## config.mk

```make
export PLATFORM = sky130hd
export DESIGN_NAME = exc_seq_ctrl
export DESIGN_NICKNAME = d
export VERILOG_FILES = /design/src/rtl/exc_pkg.sv /design/src/rtl/exc_seq_ctrl.sv
export SDC_FILE = /design/constraint.sdc
export NUM_CORES = 1
export LEC_CHECK = 0
export ABC_AREA = 1
export CAP_MARGIN = 20
export CORE_MARGIN = 4
export CORE_UTILIZATION = 42
export CTS_CLUSTER_DIAMETER = 100
export DETAILED_ROUTE_END_ITERATION = 10
export HOLD_SLACK_MARGIN = 0.15
export PLACE_DENSITY = 0.75
export SYNTH_ARGS = -nofsm -noshare
export SYNTH_HDL_FRONTEND = slang
export SYNTH_SLANG_ARGS = --single-unit
```

## constraint.sdc

```tcl
create_clock -name CLK -period 1.3 [get_ports CLK]
set_input_delay 0.26 -clock CLK [delete_from_list [all_inputs] [get_ports CLK]]
set_output_delay 0.26 -clock CLK [all_outputs]
set_load 0.02 [all_outputs]
```

## src/rtl/exc_pkg.sv

```systemverilog
// ---------------------------------------------------------------------------
// exc_pkg -- shared definitions for the exception/interrupt sequencer.
//   * CP0 register indices written by the sequencer (Status, Cause, EPC)
//   * 3-bit FSM state encoding
//   * Status / Cause field positions and word-builder helpers
// ---------------------------------------------------------------------------
package exc_pkg;

    localparam logic [4:0] CP0_STATUS = 5'd12;
    localparam logic [4:0] CP0_CAUSE  = 5'd13;
    localparam logic [4:0] CP0_EPC    = 5'd14;

    // Status register bit positions
    localparam int STATUS_IE  = 0;
    localparam int STATUS_EXL = 1;

    // Cause.ExcCode occupies [6:2]
    localparam int CAUSE_EXC_LSB = 2;

    typedef enum logic [2:0] {
        S_IDLE    = 3'd0,
        S_W_EPC   = 3'd1,
        S_W_CAUSE = 3'd2,
        S_W_STAT  = 3'd3,
        S_E_STAT  = 3'd4,
        S_REDIR   = 3'd5
    } exc_state_e;

    // Status word with only EXL/IE populated; all other bits written as 0.
    function automatic logic [31:0] status_word(input logic exl, input logic ie);
        logic [31:0] w;
        w             = '0;
        w[STATUS_EXL] = exl;
        w[STATUS_IE]  = ie;
        return w;
    endfunction

    // Cause word with ExcCode in [6:2]; all other bits written as 0.
    function automatic logic [31:0] cause_word(input logic [4:0] code);
        logic [31:0] w;
        w                                  = '0;
        w[CAUSE_EXC_LSB+4:CAUSE_EXC_LSB]   = code;
        return w;
    endfunction

endpackage

```

## src/rtl/exc_seq_ctrl.sv

```systemverilog
// ---------------------------------------------------------------------------
// exc_seq_ctrl -- exception / interrupt / ERET sequencer feeding CP0.
//
// On a trap it writes EPC, Cause and Status through CP0's single write port
// on three consecutive cycles, then issues a one-cycle redirect to the
// handler. On ERET it writes Status (EXL=0, IE=1) and redirects to the
// saved EPC. The pipeline is stalled (busy) in every non-IDLE state.
//
// Ports
//   CLK, RST_n          clock, asynchronous active-low reset
//   exc_req/exc_code    sync exception request (held until exc_ack) + ExcCode
//   exc_pc              restart PC captured into EPC
//   int_req             level interrupt request
//   eret                ERET retiring (1-cycle pulse)
//   exc_ack             1-cycle pulse the cycle after a trap/ERET is accepted
//   busy                pipeline stall
//   redirect/redirect_pc  1-cycle PC redirect strobe + target
//   CP0Wr/W_Reg/W_data  CP0 write port (CP0 samples on negedge)
//
// Configuration
//   EXC_INT_MASK_EN  when defined, int_req is accepted only while the
//                    internal IE copy is set (cleared at W_STAT of entry,
//                    set again at E_STAT of ERET). When undefined, int_req
//                    is accepted in any IDLE cycle.
//
// All outputs come straight from flops: the next-state logic computes the
// output values for the state being entered, so nothing combinational sits
// between inputs and outputs.
// ---------------------------------------------------------------------------
module exc_seq_ctrl
    import exc_pkg::*;
#(
    parameter logic [31:0] HANDLER_ADDR = 32'h0000_0080,
    parameter logic [4:0]  INT_CODE     = 5'd0
) (
    input  logic        CLK,
    input  logic        RST_n,
    input  logic        exc_req,
    input  logic [4:0]  exc_code,
    input  logic [31:0] exc_pc,
    input  logic        int_req,
    input  logic        eret,
    output logic        exc_ack,
    output logic        busy,
    output logic        redirect,
    output logic [31:0] redirect_pc,
    output logic        CP0Wr,
    output logic [4:0]  W_Reg,
    output logic [31:0] W_data
);

    exc_state_e  state_q, state_d;
    logic [31:0] epc_q, epc_d;
    logic [4:0]  code_q, code_d;

    logic        ack_q, ack_d;
    logic        busy_q, busy_d;
    logic        redir_q, redir_d;
    logic [31:0] rpc_q, rpc_d;
    logic        wr_q, wr_d;
    logic [4:0]  wreg_q, wreg_d;
    logic [31:0] wdata_q, wdata_d;

    logic        int_ok;

`ifdef EXC_INT_MASK_EN
    logic ie_q, ie_d;
    assign int_ok = int_req & ie_q;
`else
    assign int_ok = int_req;
`endif

    always_comb begin
        state_d = state_q;
        epc_d   = epc_q;
        code_d  = code_q;
`ifdef EXC_INT_MASK_EN
        ie_d    = ie_q;
`endif
        ack_d   = 1'b0;
        busy_d  = 1'b1;
        redir_d = 1'b0;
        rpc_d   = '0;
        wr_d    = 1'b0;
        wreg_d  = '0;
        wdata_d = '0;

        unique case (state_q)
            S_IDLE: begin
                if (exc_req || int_ok) begin
                    // Exception wins over interrupt; both capture the PC.
                    epc_d   = exc_pc;
                    code_d  = exc_req ? exc_code : INT_CODE;
                    state_d = S_W_EPC;
                    ack_d   = 1'b1;
                    wr_d    = 1'b1;
                    wreg_d  = CP0_EPC;
                    wdata_d = exc_pc;
                end else if (eret) begin
                    state_d = S_E_STAT;
                    ack_d   = 1'b1;
                    wr_d    = 1'b1;
                    wreg_d  = CP0_STATUS;
                    wdata_d = status_word(1'b0, 1'b1);
`ifdef EXC_INT_MASK_EN
                    ie_d    = 1'b1;
`endif
                end else begin
                    busy_d  = 1'b0;
                end
            end
            S_W_EPC: begin
                state_d = S_W_CAUSE;
                wr_d    = 1'b1;
                wreg_d  = CP0_CAUSE;
                wdata_d = cause_word(code_q);
            end
            S_W_CAUSE: begin
                state_d = S_W_STAT;
                wr_d    = 1'b1;
                wreg_d  = CP0_STATUS;
                wdata_d = status_word(1'b1, 1'b0);
`ifdef EXC_INT_MASK_EN
                ie_d    = 1'b0;
`endif
            end
            S_W_STAT: begin
                state_d = S_REDIR;
                redir_d = 1'b1;
                rpc_d   = HANDLER_ADDR;
            end
            S_E_STAT: begin
                state_d = S_REDIR;
                redir_d = 1'b1;
                rpc_d   = epc_q;
            end
            S_REDIR: begin
                state_d = S_IDLE;
                busy_d  = 1'b0;
            end
            default: begin
                state_d = S_IDLE;
                busy_d  = 1'b0;
            end
        endcase
    end

    always_ff @(posedge CLK or negedge RST_n) begin
        if (!RST_n) begin
            state_q <= S_IDLE;
            epc_q   <= '0;
            code_q  <= '0;
`ifdef EXC_INT_MASK_EN
            ie_q    <= 1'b1;
`endif
            ack_q   <= 1'b0;
            busy_q  <= 1'b0;
            redir_q <= 1'b0;
            rpc_q   <= '0;
            wr_q    <= 1'b0;
            wreg_q  <= '0;
            wdata_q <= '0;
        end else begin
            state_q <= state_d;
            epc_q   <= epc_d;
            code_q  <= code_d;
`ifdef EXC_INT_MASK_EN
            ie_q    <= ie_d;
`endif
            ack_q   <= ack_d;
            busy_q  <= busy_d;
            redir_q <= redir_d;
            rpc_q   <= rpc_d;
            wr_q    <= wr_d;
            wreg_q  <= wreg_d;
            wdata_q <= wdata_d;
        end
    end

    assign exc_ack     = ack_q;
    assign busy        = busy_q;
    assign redirect    = redir_q;
    assign redirect_pc = rpc_q;
    assign CP0Wr       = wr_q;
    assign W_Reg       = wreg_q;
    assign W_data      = wdata_q;

endmodule

```

# Word level (Yosys, flattened, before mapping)
# Index checks and enable logic that the tools add are counted.
# Widths: inputs -> output; s select.
totals:
  reg_bits: 113
  inputBits: 42
  output_inout_bits: 73
  word_cells: 38
op_classes:
  eq_ne: 5
  mux: 17
  reduce_logical: 6
op_table:
  columns: ["operator", "n"]
  rows:
  - ["$pmux 32 s3", 1]
  - ["$pmux 32 s2", 1]
  - ["$mux 32", 1]
  - ["$pmux 3 s4", 1]
  - ["$pmux 4 s3", 1]
  - ["$mux 4", 2]
  - ["$eq 3x2->1 const B", 2]
  - ["$mux 3", 2]
  - ["$mux 1", 5]
  - ["$mux 5", 1]
  - ["$pmux 1 s2", 2]
  - ["$reduce_or 2->1", 2]
  - ["$reduce_or 4->1", 1]
  - ["$eq 3x1->1 const B", 1]
  - ["$eq 3x3->1 const B", 1]
  - ["$logic_not 3->1", 1]
  - ["$ne 3x3->1 const B", 1]
  - ["$reduce_and 2->1", 1]
  - ["$logic_or 1x1->1", 1]

# Longest topological paths before layout
# Gate-level depths: netlist of run 1.
logic_depth:
  word_depth: 3
  depth_mapped: 8
  depth_no_buf: 6

# Worst setup path after synthesis of run 1
# No wires, ideal clock.
synth_timing:
  path_type: "reg-to-reg"
  start: "register state_q[1]"
  end: "register epc_q[12]"
  arrival_time_ps: 1135
  required_time_ps: 1183
  path_slack_ps: 48
  path_stages_with_launch: 9
  path_buffers: 2
  cell_sequence: "dfrtp_1 nor2_4 nand2_4 inv_4 nand2_2 buf_6 buf_6 nand2_1 nand2_1"
synth_via:
  elab_chain_len: 2
synth_rtl:
  columns: ["item", "line", "source"]
  rows:
  - ["start, declared", "exc_seq_ctrl.sv:52", "exc_state_e state_q, state_d;"]
  - ["start signal, assigned", "exc_seq_ctrl.sv:164", "state_q <= state_d;"]
  - ["$logic_not 3->1", "exc_seq_ctrl.sv:88", "unique case (state_q)"]
  - ["$reduce_and 2->1 (no line)", null, null]
  - ["end signal, assigned", "exc_seq_ctrl.sv:165", "epc_q <= epc_d;"]
  - ["end, declared", "exc_seq_ctrl.sv:53", "logic [31:0] epc_q, epc_d;"]
# Every way passes these cells.
# A chain may end at the register's enable or synchronous reset.

# Worst setup path in the final report of run 1
layout_timing:
  start: "register state_q[0]"
  end: "register code_q[3]"
layout_via:
  elab_chain_len: 2
layout_rtl:
  columns: ["item", "line", "source"]
  rows:
  - ["$logic_not 3->1", "exc_seq_ctrl.sv:88", null]
  - ["$reduce_and 2->1 (no line)", null, null]
  - ["end signal, assigned", "exc_seq_ctrl.sv:166", "code_q <= code_d;"]
  - ["end, declared", "exc_seq_ctrl.sv:54", "logic [4:0] code_q, code_d;"]
# Every way passes these cells.

==> metrics.yaml, run 1 <==
insertion_delay_ns: 0.36
grt_max_degree: 51
grt_pass1_vias: 2708
status: "complete, no violations"
p_leak_uw: 0.00307
drtIter0Drc: 68
synthTopCellsByArea: "dfrtp_1 (73%), nand2_1 (12%), inv_1 (6.0%)"
placed_area_mm2: 0.00518
critical_path_arrival_ns: 1.53
root_buffer: "clkbuf_8"
slowest_delay_ns: 0.44
fin_nets: 541
rsz0062_at_grt: "yes"
setup_viol: 0
wl_met3_um: 546
synth_top_cell_by_area: "dfrtp_1"
io_pins: 115
hp-class: "in2async"
syn-num-nets: 409
dpl.hpwl_um: 5780
yosys.area.top_type_share: 0.725
drt-met1-wl_um: 3520
cap_viol_max_count: 0
hold_viol_final: 0
synthesis.area_mm2: 0.00383
vdd_drop_max_v: 0.00106
ys_seq_area_frac: 0.725
synth_seq_cells: 111
port_buffers: 113
r2r_slack_ns: 0.02
synth_compound_area_frac: 0.00523
synth_xor_area_frac: 0
grtUsageTotal: 0.155
layout-drive-gt1-share: 0.266
top_layer: "met4"
worstPathRequired_ns: 1.55
path_buf_inv: 2
end_kind: "flip-flop"
rows: 34
fillers: 725
syn2layout_area_growth_pct: 39.4
fp.dieW_um: 103
clockBufferDepth: 2
skew_ns: 0.00886
via_per_inst: 4.39
clk_pin_slew_ns: 0.11
min_period_ns: 1.28
drt-pass1-iter-count: 6
drv_slew: 0
post-route-drc-count: 0
place_congestion: 0.795
cts_sinks: 111
synth_top_family_by_area: "simple AND/OR/NAND/NOR gates"
gr-total-overflow: 0
synthCells: 367
synth-simple-area-share: 0.184
r2r_cells: 7
die_h_um: 103
crit_type: "reg2reg"
worst-path-stages: 7
wl_um: 8490
h-tree-depth: 3
start_util: 0.435
grt_pass1_wl_um: 12700
setup.worst_path.start_class: "flip-flop"
numCtsBuffers: 9
synthMuxAreaShare: 0
dieArea_mm2: 0.0107
yosys_warnings: 0
crit_fanout: 7
postRouteAntennaNets: 0
cpMaxStageDelayCell: "dfrtp_1"
wl_per_cell_um: 13.9
diodes: 0
synth.avg_cell_area_um2: 10.4
min_period_over_period: 0.987
dr_total_vias: 2687
wl_met2_um: 4360
fmax_ghz: 0.780
yosys.area_share.adder: 0
power_density_mw_per_mm2: 2140
synth.distinct_cells: 19
cp_cell_sequence: "nor2_4, nand2_4, inv_6, nand2_8, clkbuf_16, nand2_2, nand2_1"
critPathTopFamily: "simple AND/OR/NAND/NOR gates"
power.total_uw: 11400
tritoncts: "built"
final_area_mm2: 0.00534
core_mm2: 0.00881
grt_antenna_before_repair: 0
## Yosys cell counts (all sizes together)
cell / instances
inv: 64
clkbuf: 3
nor2: 38
dfrtp: 111
a21oi: 2
nand3: 10
o21ai: 2
nand2: 126
conb: 1
nor3: 1
buf: 9
## cells by family (layout without fill, tap and decap cells)
| kind of cell | after synthesis | after routing |
|---|---|---|
| simple gates | 175 | 175 |
| flops | 111 | 111 |
| buf+inv | 76 | 213 |
| compound gates | 4 | 4 |
| other cells | 1 | 1 |
## power by group
group | leakage (uW) | switching, uW | internal, uW
registers | 0.00146 | 543 | 4600
clock network | 0.0000918 | 1130 | 773
logic | 0.00152 | 2620 | 1750
total | 0.00307 | 4300 | 7120
## registers in the layout, indices dropped and copies added (netlist names)
register     flops
W_data          32
epc_q           32
redirect_pc     32
code_q           5
W_Reg            3
state_q          3
CP0Wr            1
busy             1
exc_ack          1
redirect         1
## metal layers
metal | global-route usage | up-vias
met5 | 0 | -
met4 | 0.0418 | 0
met3 | 0.0469 | 8
met2 | 0.259 | 75
met1 | 0.196 | 1287
li1 | - | 1317
## path summary, 6_finish.rpt
path                               to        from
setup reg to reg            code_q[3]  state_q[0]
hold reg to reg             epc_q[29]   epc_q[29]
min in group CLK           W_data[26]  exc_pc[26]
hold / removal             W_data[31]       RST_n
max in group asynchronous  W_data[18]       RST_n
setup / recovery            code_q[3]  state_q[0]
## worst register-to-register path, stage by stage (launching register included)
cell and delay (ns):
dfrtp_1 0.44, nor2_4 0.18, nand2_4 0.11, inv_6 0.09, nand2_8 0.08, clkbuf_16 0.18, nand2_2 0.06, nand2_1 0.05
## layout by cell type (no fill, tap or decap)
master / Yosys / routed
clkdlybuf4s15_1: 0 / 2
clkdlybuf4s15_2: 0 / 24
nor2_4: 2 / 2
buf_2: 3 / 17
clkinv_4: 0 / 1
clkbuf_16: 0 / 2
nor2_2: 1 / 1
buf_6: 3 / 3
inv_8: 0 / 1
nand2_8: 0 / 1
a21oi_1: 2 / 2
buf_12: 0 / 6
o21ai_0: 2 / 2
inv_2: 2 / 2
clkbuf_2: 0 / 29
clkbuf_1: 3 / 1
clkbuf_8: 0 / 10
buf_4: 3 / 9
inv_1: 61 / 61
dfrtp_1: 111 / 111
inv_6: 0 / 2
conb_1: 1 / 1
clkinv_2: 0 / 1
nand3_1: 10 / 10
clkinvlp_4: 0 / 1
nor2_1: 35 / 35
nor3_2: 1 / 1
nand2_4: 1 / 2
nand2_1: 124 / 104
nand2_2: 1 / 19
dlygate4sd3_1: 0 / 1
clkdlybuf4s50_1: 0 / 40
## through the flow
stage | setup TNS [ns] | hold slack [ns] | cells | setup slack [ns] | util
after floorplan | 0 | -0.0356 | 367 | 0.0479 | -
after global placement | -13.11 | 0.147 | 589 | -0.195 | 0.589
after detailed placement | -14.94 | 0.148 | 589 | -0.232 | 0.589
after CTS | 0 | 0.285 | 606 | 0.000372 | 0.616
after global routing | -1.97 | 0.300 | 612 | -0.0678 | 0.606
final | 0 | 0.294 | 612 | 0.0175 | 0.606
## cell type report
type	count	area [um^2]	share of cell area
sequential	111	2780	0.520
timing repair buffer	133	1200	0.225
multi-input combinational	180	796	0.149
inverter	64	245	0.0459
clock buffer	11	141	0.0265
tap	108	135	0.0253
clock inverter	5	41.3	0.00773
## repair_timing
action                                  in CTS  in global routing
endpoints found under the setup margin      72                 89
gates resized for setup                    185                 72
pin swaps                                    0                  2
gates cloned                                 0                  3
endpoints found under the hold margin      111                  0
buffers inserted                             0                  3
hold buffers                                 1                  0
Power figures use the tool's default switching activity.
==> run 2, diff against run 1 <==
--- a/config.mk
+++ b/config.mk
@@ -9,9 +9,9 @@
 export CAP_MARGIN = 20
 export CORE_MARGIN = 4
-export CORE_UTILIZATION = 42
+export CORE_UTILIZATION = 50
 export CTS_CLUSTER_DIAMETER = 100
 export DETAILED_ROUTE_END_ITERATION = 10
 export HOLD_SLACK_MARGIN = 0.15
-export PLACE_DENSITY = 0.75
+export PLACE_DENSITY = 0.84
 export SYNTH_ARGS = -nofsm -noshare
 export SYNTH_HDL_FRONTEND = slang
==> constraint.sdc (replaced) <==
create_clock -name CLK -period 1.6 [get_ports CLK]
set_input_delay 0.32 -clock CLK [delete_from_list [all_inputs] [get_ports CLK]]
set_output_delay 0.32 -clock CLK [all_outputs]
set_load 0.005 [all_outputs]
==> run 2 against run 1 <==
Against the previous run:
- first-iteration DRC count rose by 91%
- via count is 1.9% lower
- routed wire length down 9.1%
- register-to-register slack better by 0.19 ns
- global-route usage is 2.4 points higher
- hold slack improved by 0.19 ns
- final area about the same
- non-clock buffer count fell by 9
- largest cell class unchanged
==> metrics.yaml, run 2 (same netlist as run 1, synthesis figures left out) <==
fillers: 507  # was 725
crit_fanout: 1  # was 7
final_common_cell: "nand2_1"  # was dfrtp_1
cts_sinks: 111  # unchanged
insertion_delay_ns: 0.35  # was 0.36 ns
layout-drive-gt1-share: 0.0727  # was 0.266
die_h_um: 95.5  # was 103 um
setup_viol: 0  # unchanged
dieArea_mm2: 0.00912  # was 0.0107 mm^2
crit_type: "reg2out"  # was reg2reg
port_buffers: 113  # unchanged
slowest_delay_ns: 0.52  # was 0.44 ns
worstPathRequired_ns: 1.28  # was 1.55 ns
setup_slack_ns: 0.0582  # was 0.0175 ns
setup.worst_path.start_class: "flip-flop"  # unchanged
pwr-share-seq: 0.477  # was 0.450
clk_pin_slew_ns: 0.11  # about the same
pwr-share-comb: 0.330  # was 0.383
drtIter0Drc: 130  # was 68
fp.dieW_um: 95.5  # was 103 um
start_util: 0.522  # was 0.435
vdd_drop_max_v: 0.000951  # was 0.00106 V
grt_pass1_wl_um: 12500  # was 12700 um
cts_resized: 0  # was 185
final_cell_mix: "nand2_1 (124), clkdlybuf4s50_1 (112), dfrtp_1 (111), inv_1 (61), nor2_1 (35)"  # was dfrtp_1 (111), nand2_1 (104), inv_1 (61), clkdlybuf4s50_1 (40), nor2_1 (35)
post-cts-setup-buffers: 0  # unchanged
numCtsBuffers: 9  # unchanged
cap_viol_max_count: 0  # unchanged
rsz0062_at_grt: "no"  # was yes
clkPwrFrac: 0.193  # was 0.167
grtUsageTotal: 0.178  # was 0.155
drt-pass1-iter-count: 4  # was 6
hp-class: "in2async"  # unchanged
gr-total-overflow: 0  # unchanged
place_ws_ns: -0.0282  # was -0.232 ns
grt_pass1_vias: 2647  # was 2708
p_leak_uw: 0.00293  # was 0.00307 uW
cp_cell_sequence: "clkdlybuf4s50_1"  # was nor2_4, nand2_4, inv_6, nand2_8, clkbuf_16, nand2_2, nand2_1
fmax_ghz: 0.649
wl_per_cell_um: 13.0  # was 13.9 um
min_period_ns: 1.54
swShare: 0.320  # was 0.377
grt_antenna_before_repair: 0  # unchanged
clockBufferDepth: 2  # unchanged
post-route-drc-count: 0  # unchanged
core_mm2: 0.00733  # was 0.00881 mm^2
intPower_uw: 5930  # was 7120 uW
critical_path_arrival_ns: 1.22  # was 1.53 ns
status: "complete, no violations"  # unchanged
postRouteAntennaNets: 0  # unchanged
dpl.hpwl_um: 5620  # was 5780 um
hold_slack_ns: 0.480  # was 0.294 ns
grt_max_degree: 65  # was 51
wl_um: 7720  # was 8490 um
diodes: 0  # unchanged
switching_power_uw: 2790  # was 4300 uW
h-tree-depth: 3  # unchanged
min_period_over_period: 0.964
end_kind: "primary output"  # was flip-flop
placed_area_mm2: 0.00512  # was 0.00518 mm^2
rows: 31  # was 34
cpMaxStageDelayCell: "clkdlybuf4s50_1"  # was dfrtp_1
critPathTopFamily: "buffers and inverters"  # was simple AND/OR/NAND/NOR gates
power_density_mw_per_mm2: 1630  # was 2140 mW/mm^2
via_per_inst: 4.44  # was 4.39
skew_ns: 0.0125  # was 0.00886 ns
drv_slew: 0  # unchanged
dr_total_vias: 2637  # was 2687
fin_nets: 532  # was 541
root_buffer: "clkbuf_8"  # unchanged
hold_viol_final: 0  # unchanged
path_buf_inv: 1  # was 2
syn2layout_area_growth_pct: 39.4  # about the same
final_area_mm2: 0.00534  # about the same
place_congestion: 0.787  # was 0.795
holdBufCountCts: 1  # unchanged
tritoncts: "built"  # unchanged
io_pins: 115  # unchanged
run 2: changes by cell type in the layout (fill, tap and decap cells not counted), moves of 2 or more:
cell             before  now
buf_12                6    4
buf_2                17    0
buf_4                 9    7
buf_6                 3    0
clkbuf_16             2    0
clkbuf_2             29    0
clkdlybuf4s15_1       2    0
clkdlybuf4s15_2      24    0
clkdlybuf4s50_1      40  112
inv_6                 2    4
nand2_1             104  124
nand2_2              19    1
run 2: layout make-up:
type | count | area [um^2] | area share
clock buffer | 9 | 124 | 0.0232
clock inverter | 7 | 78.8 | 0.0148
inverter | 64 | 243 | 0.0455
multi-input combinational | 180 | 727 | 0.136
sequential | 111 | 2780 | 0.520
tap | 99 | 124 | 0.0232
timing repair buffer | 124 | 1260 | 0.237
run 2: routing by layer:
layer,GRT usage,up-vias,wire [um]
li1,-,1300,-
met1,0.229,1252,3170
met2,0.295,79,3940
met3,0.0489,6,559
met4,0.0569,0,52
met5,0,-,0
run 2: power groups by stage:
stage,sequential (uW),combinational (uW),clock [uW]
final,4160,2880,1680
after CTS,4170,2940,1730
after detailed placement,4220,2910,0
after global routing,4250,3280,1840
after global placement,4170,2800,0
after floorplan,4190,1360,0
run 2: per-stage QoR:
step           TNS [ns]  power [uW]  std cells   util
6_report              0        8720        594  0.728
2_1_floorplan         0        5550        367      -
3_5_place_dp     -0.439        7130        577  0.699
4_1_cts               0        8830        594  0.728
5_1_grt               0        9380        594  0.728
3_3_place_gp          0        6970        577  0.699
run 2: path summary, 6_finish.rpt:
check / startpoint / end / slack, ns / depth (start not counted)
max: redirect_pc[17] / redirect_pc[17] / 0.06 / 1
min: RST_n / W_data[4] / 0.48 / 3
max reg2reg: state_q[1] / epc_q[20] / 0.21 / 7
min reg2reg: epc_q[29] / epc_q[29] / 0.48 / 2
max in group asynchronous: RST_n / W_data[24] / 0.81 / 3
min in group CLK: epc_q[29] / epc_q[29] / 0.48 / 2
run 2: worst min-delay path, cell delays in order:
cell and delay (ns):
dlygate4sd3_1 0.52, buf_4 0.14, buf_12 0.24
==> run 3, diff against run 2 <==
CORE_UTILIZATION = 27   (was 50)
GPL_TIMING_DRIVEN = 0   (was not set)
PLACE_DENSITY = not set   (was 0.84)
==> run 3 against run 2 <==
Against the previous run:
- hold slack got worse by 0.012 ns
- maximum frequency increased by 2.1%
- cell count increased by 14%
==> metrics.yaml, run 3 (same netlist as run 1, synthesis figures left out) <==
dpl.hpwl_um: 6120  # was 5620 um
status: "complete, no violations"  # unchanged
hold_viol_final: 0  # unchanged
worstPathRequired_ns: 1.28  # about the same
gr-total-overflow: 0  # unchanged
clk_pin_slew_ns: 0.06  # was 0.11 ns
regArea_mm2: 0.00278  # unchanged
crit_fanout: 1  # unchanged
place_congestion: 0.738  # was 0.787
path_buf_inv: 1  # unchanged
wl_per_cell_um: 12.5  # was 13.0 um
cp_cell_sequence: "clkdlybuf4s50_1"  # unchanged
critical_path_arrival_ns: 1.19  # was 1.22 ns
final_cell_mix: "nand2_1 (124), dfrtp_1 (111), clkdlybuf4s50_1 (111), inv_1 (61), nor2_1 (35)"  # was nand2_1 (124), clkdlybuf4s50_1 (112), dfrtp_1 (111), inv_1 (61), nor2_1 (35)
fp.dieW_um: 127  # was 95.5 um
worst_pin_slew_ns: 0.880
min_period_over_period: 0.943  # was 0.964
min_period_ns: 1.51  # was 1.54 ns
grt_pass1_wl_um: 13700  # was 12500 um
grt_max_degree: 70  # was 65
cts_sinks: 111  # unchanged
rsz0062_at_grt: "no"  # unchanged
critPathTopFamily: "buffers and inverters"  # unchanged
postRouteAntennaNets: 0  # unchanged
dr_total_vias: 2606  # was 2637
io_pins: 115  # unchanged
drtIter0Drc: 171  # was 130
dieArea_mm2: 0.0162  # was 0.00912 mm^2
hp-class: "reg2reg"  # was in2async
start_util: 0.276  # was 0.522
final_common_cell: "nand2_1"  # unchanged
tritoncts: "built"  # unchanged
insertion_delay_ns: 0.34  # was 0.35 ns
post-cts-setup-buffers: 0  # unchanged
p_leak_uw: 0.00294  # was 0.00293 uW
fillers: 1407  # was 507
grt_antenna_before_repair: 0  # unchanged
end_kind: "primary output"  # unchanged
drv_slew: 0  # unchanged
grt_pass1_vias: 2714  # was 2647
clockBufferDepth: 2  # unchanged
core_mm2: 0.0139  # was 0.00733 mm^2
crit_type: "reg2out"  # unchanged
fin_nets: 535  # was 532
dp_cells: 661  # was 577
slowest_delay_ns: 0.53  # was 0.52 ns
layout-drive-gt1-share: 0.0625  # was 0.0727
slew_headroom: 0.413
h-tree-depth: 3  # unchanged
cap_viol_max_count: 0  # unchanged
die_h_um: 127  # was 95.5 um
syn2layout_area_growth_pct: 42.5  # was 39.4%
root_buffer: "clkbuf_16"  # was clkbuf_8
drt-pass1-iter-count: 4  # unchanged
setup.worst_path.start_class: "flip-flop"  # unchanged
cpMaxStageDelayCell: "clkdlybuf4s50_1"  # unchanged
numCtsBuffers: 9  # unchanged
wl_um: 8480  # was 7720 um
diodes: 0  # unchanged
power_density_mw_per_mm2: 1650  # was 1630 mW/mm^2
final_cells: 676  # was 594
grtUsageTotal: 0.111  # was 0.178
setup_viol: 0  # unchanged
post-route-drc-count: 0  # unchanged
multiInputGateArea_um2: 727  # unchanged
power.total_uw: 8990  # was 8720 uW
port_buffers: 113  # unchanged
skew_ns: 0.00744  # was 0.0125 ns
via_per_inst: 3.86  # was 4.44
fmax_ghz: 0.662  # was 0.649 GHz
rows: 43  # was 31
vdd_drop_max_v: 0.000591  # was 0.000951 V
-- run 3: worst paths after layout --
path | startpoint | cells after the start | slack, ns | to
max | redirect_pc[21] | 1 | 0.09 | redirect_pc[21]
min | epc_q[31] | 2 | 0.47 | epc_q[31]
max reg2reg | state_q[1] | 4 | 0.13 | redirect_pc[20]
min reg2reg | epc_q[31] | 2 | 0.47 | epc_q[31]
max in group asynchronous | RST_n | 3 | 0.25 | W_data[22]
min in group asynchronous | RST_n | 2 | 0.63 | W_data[13]
-- run 3: area by class of cell --
class	count	share of cell area
repair buffers	115	0.212
clock buffers	12	0.0433
inverters	64	0.0445
clock inverters	2	0.00183
plain buffers	12	0.0151
multi-input cells	180	0.133
flip-flops and latches	111	0.509
well taps	180	0.0413
-- run 3: per-layer routing --
layer | wire length [um] | track usage | vias to the layer above
met1 | 3790 | 0.141 | 1223
met5 | 0 | 0 | -
met2 | 4000 | 0.176 | 71
met3 | 570 | 0.0426 | 10
li1 | - | - | 1302
met4 | 120 | 0.0360 | 0
-- run 3: where the power goes --
part	internal [uW]	switching (uW)	total, uW
clock network	1040	917	1950
registers	3740	394	4130
logic	1420	1480	2900
total	6200	2790	8990
-- run 3: timing repair --
action | CTS | global route
hold buffers | 1 | 0
endpoints found under the setup margin | 1 | 0
resized for setup | 1 | 0
endpoints found under the hold margin | 68 | 0
-- run 3: stage by stage --
stage / setup WS (ns) / area [um^2] / TNS, ns / hold slack [ns] / utilization
6_report: 0.0905 / 5460 / 0 / 0.468 / 0.393
5_1_grt: 0.00524 / 5460 / 0 / 0.485 / 0.393
4_1_cts: 0.0548 / 5460 / 0 / 0.475 / 0.393
3_5_place_dp: -0.262 / 5200 / -13.74 / 0.459 / 0.375
3_3_place_gp: -3.98 / 5190 / -453.29 / 0.453 / 0.374
2_1_floorplan: 0.348 / 3830 / 0 / 0.0244 / -
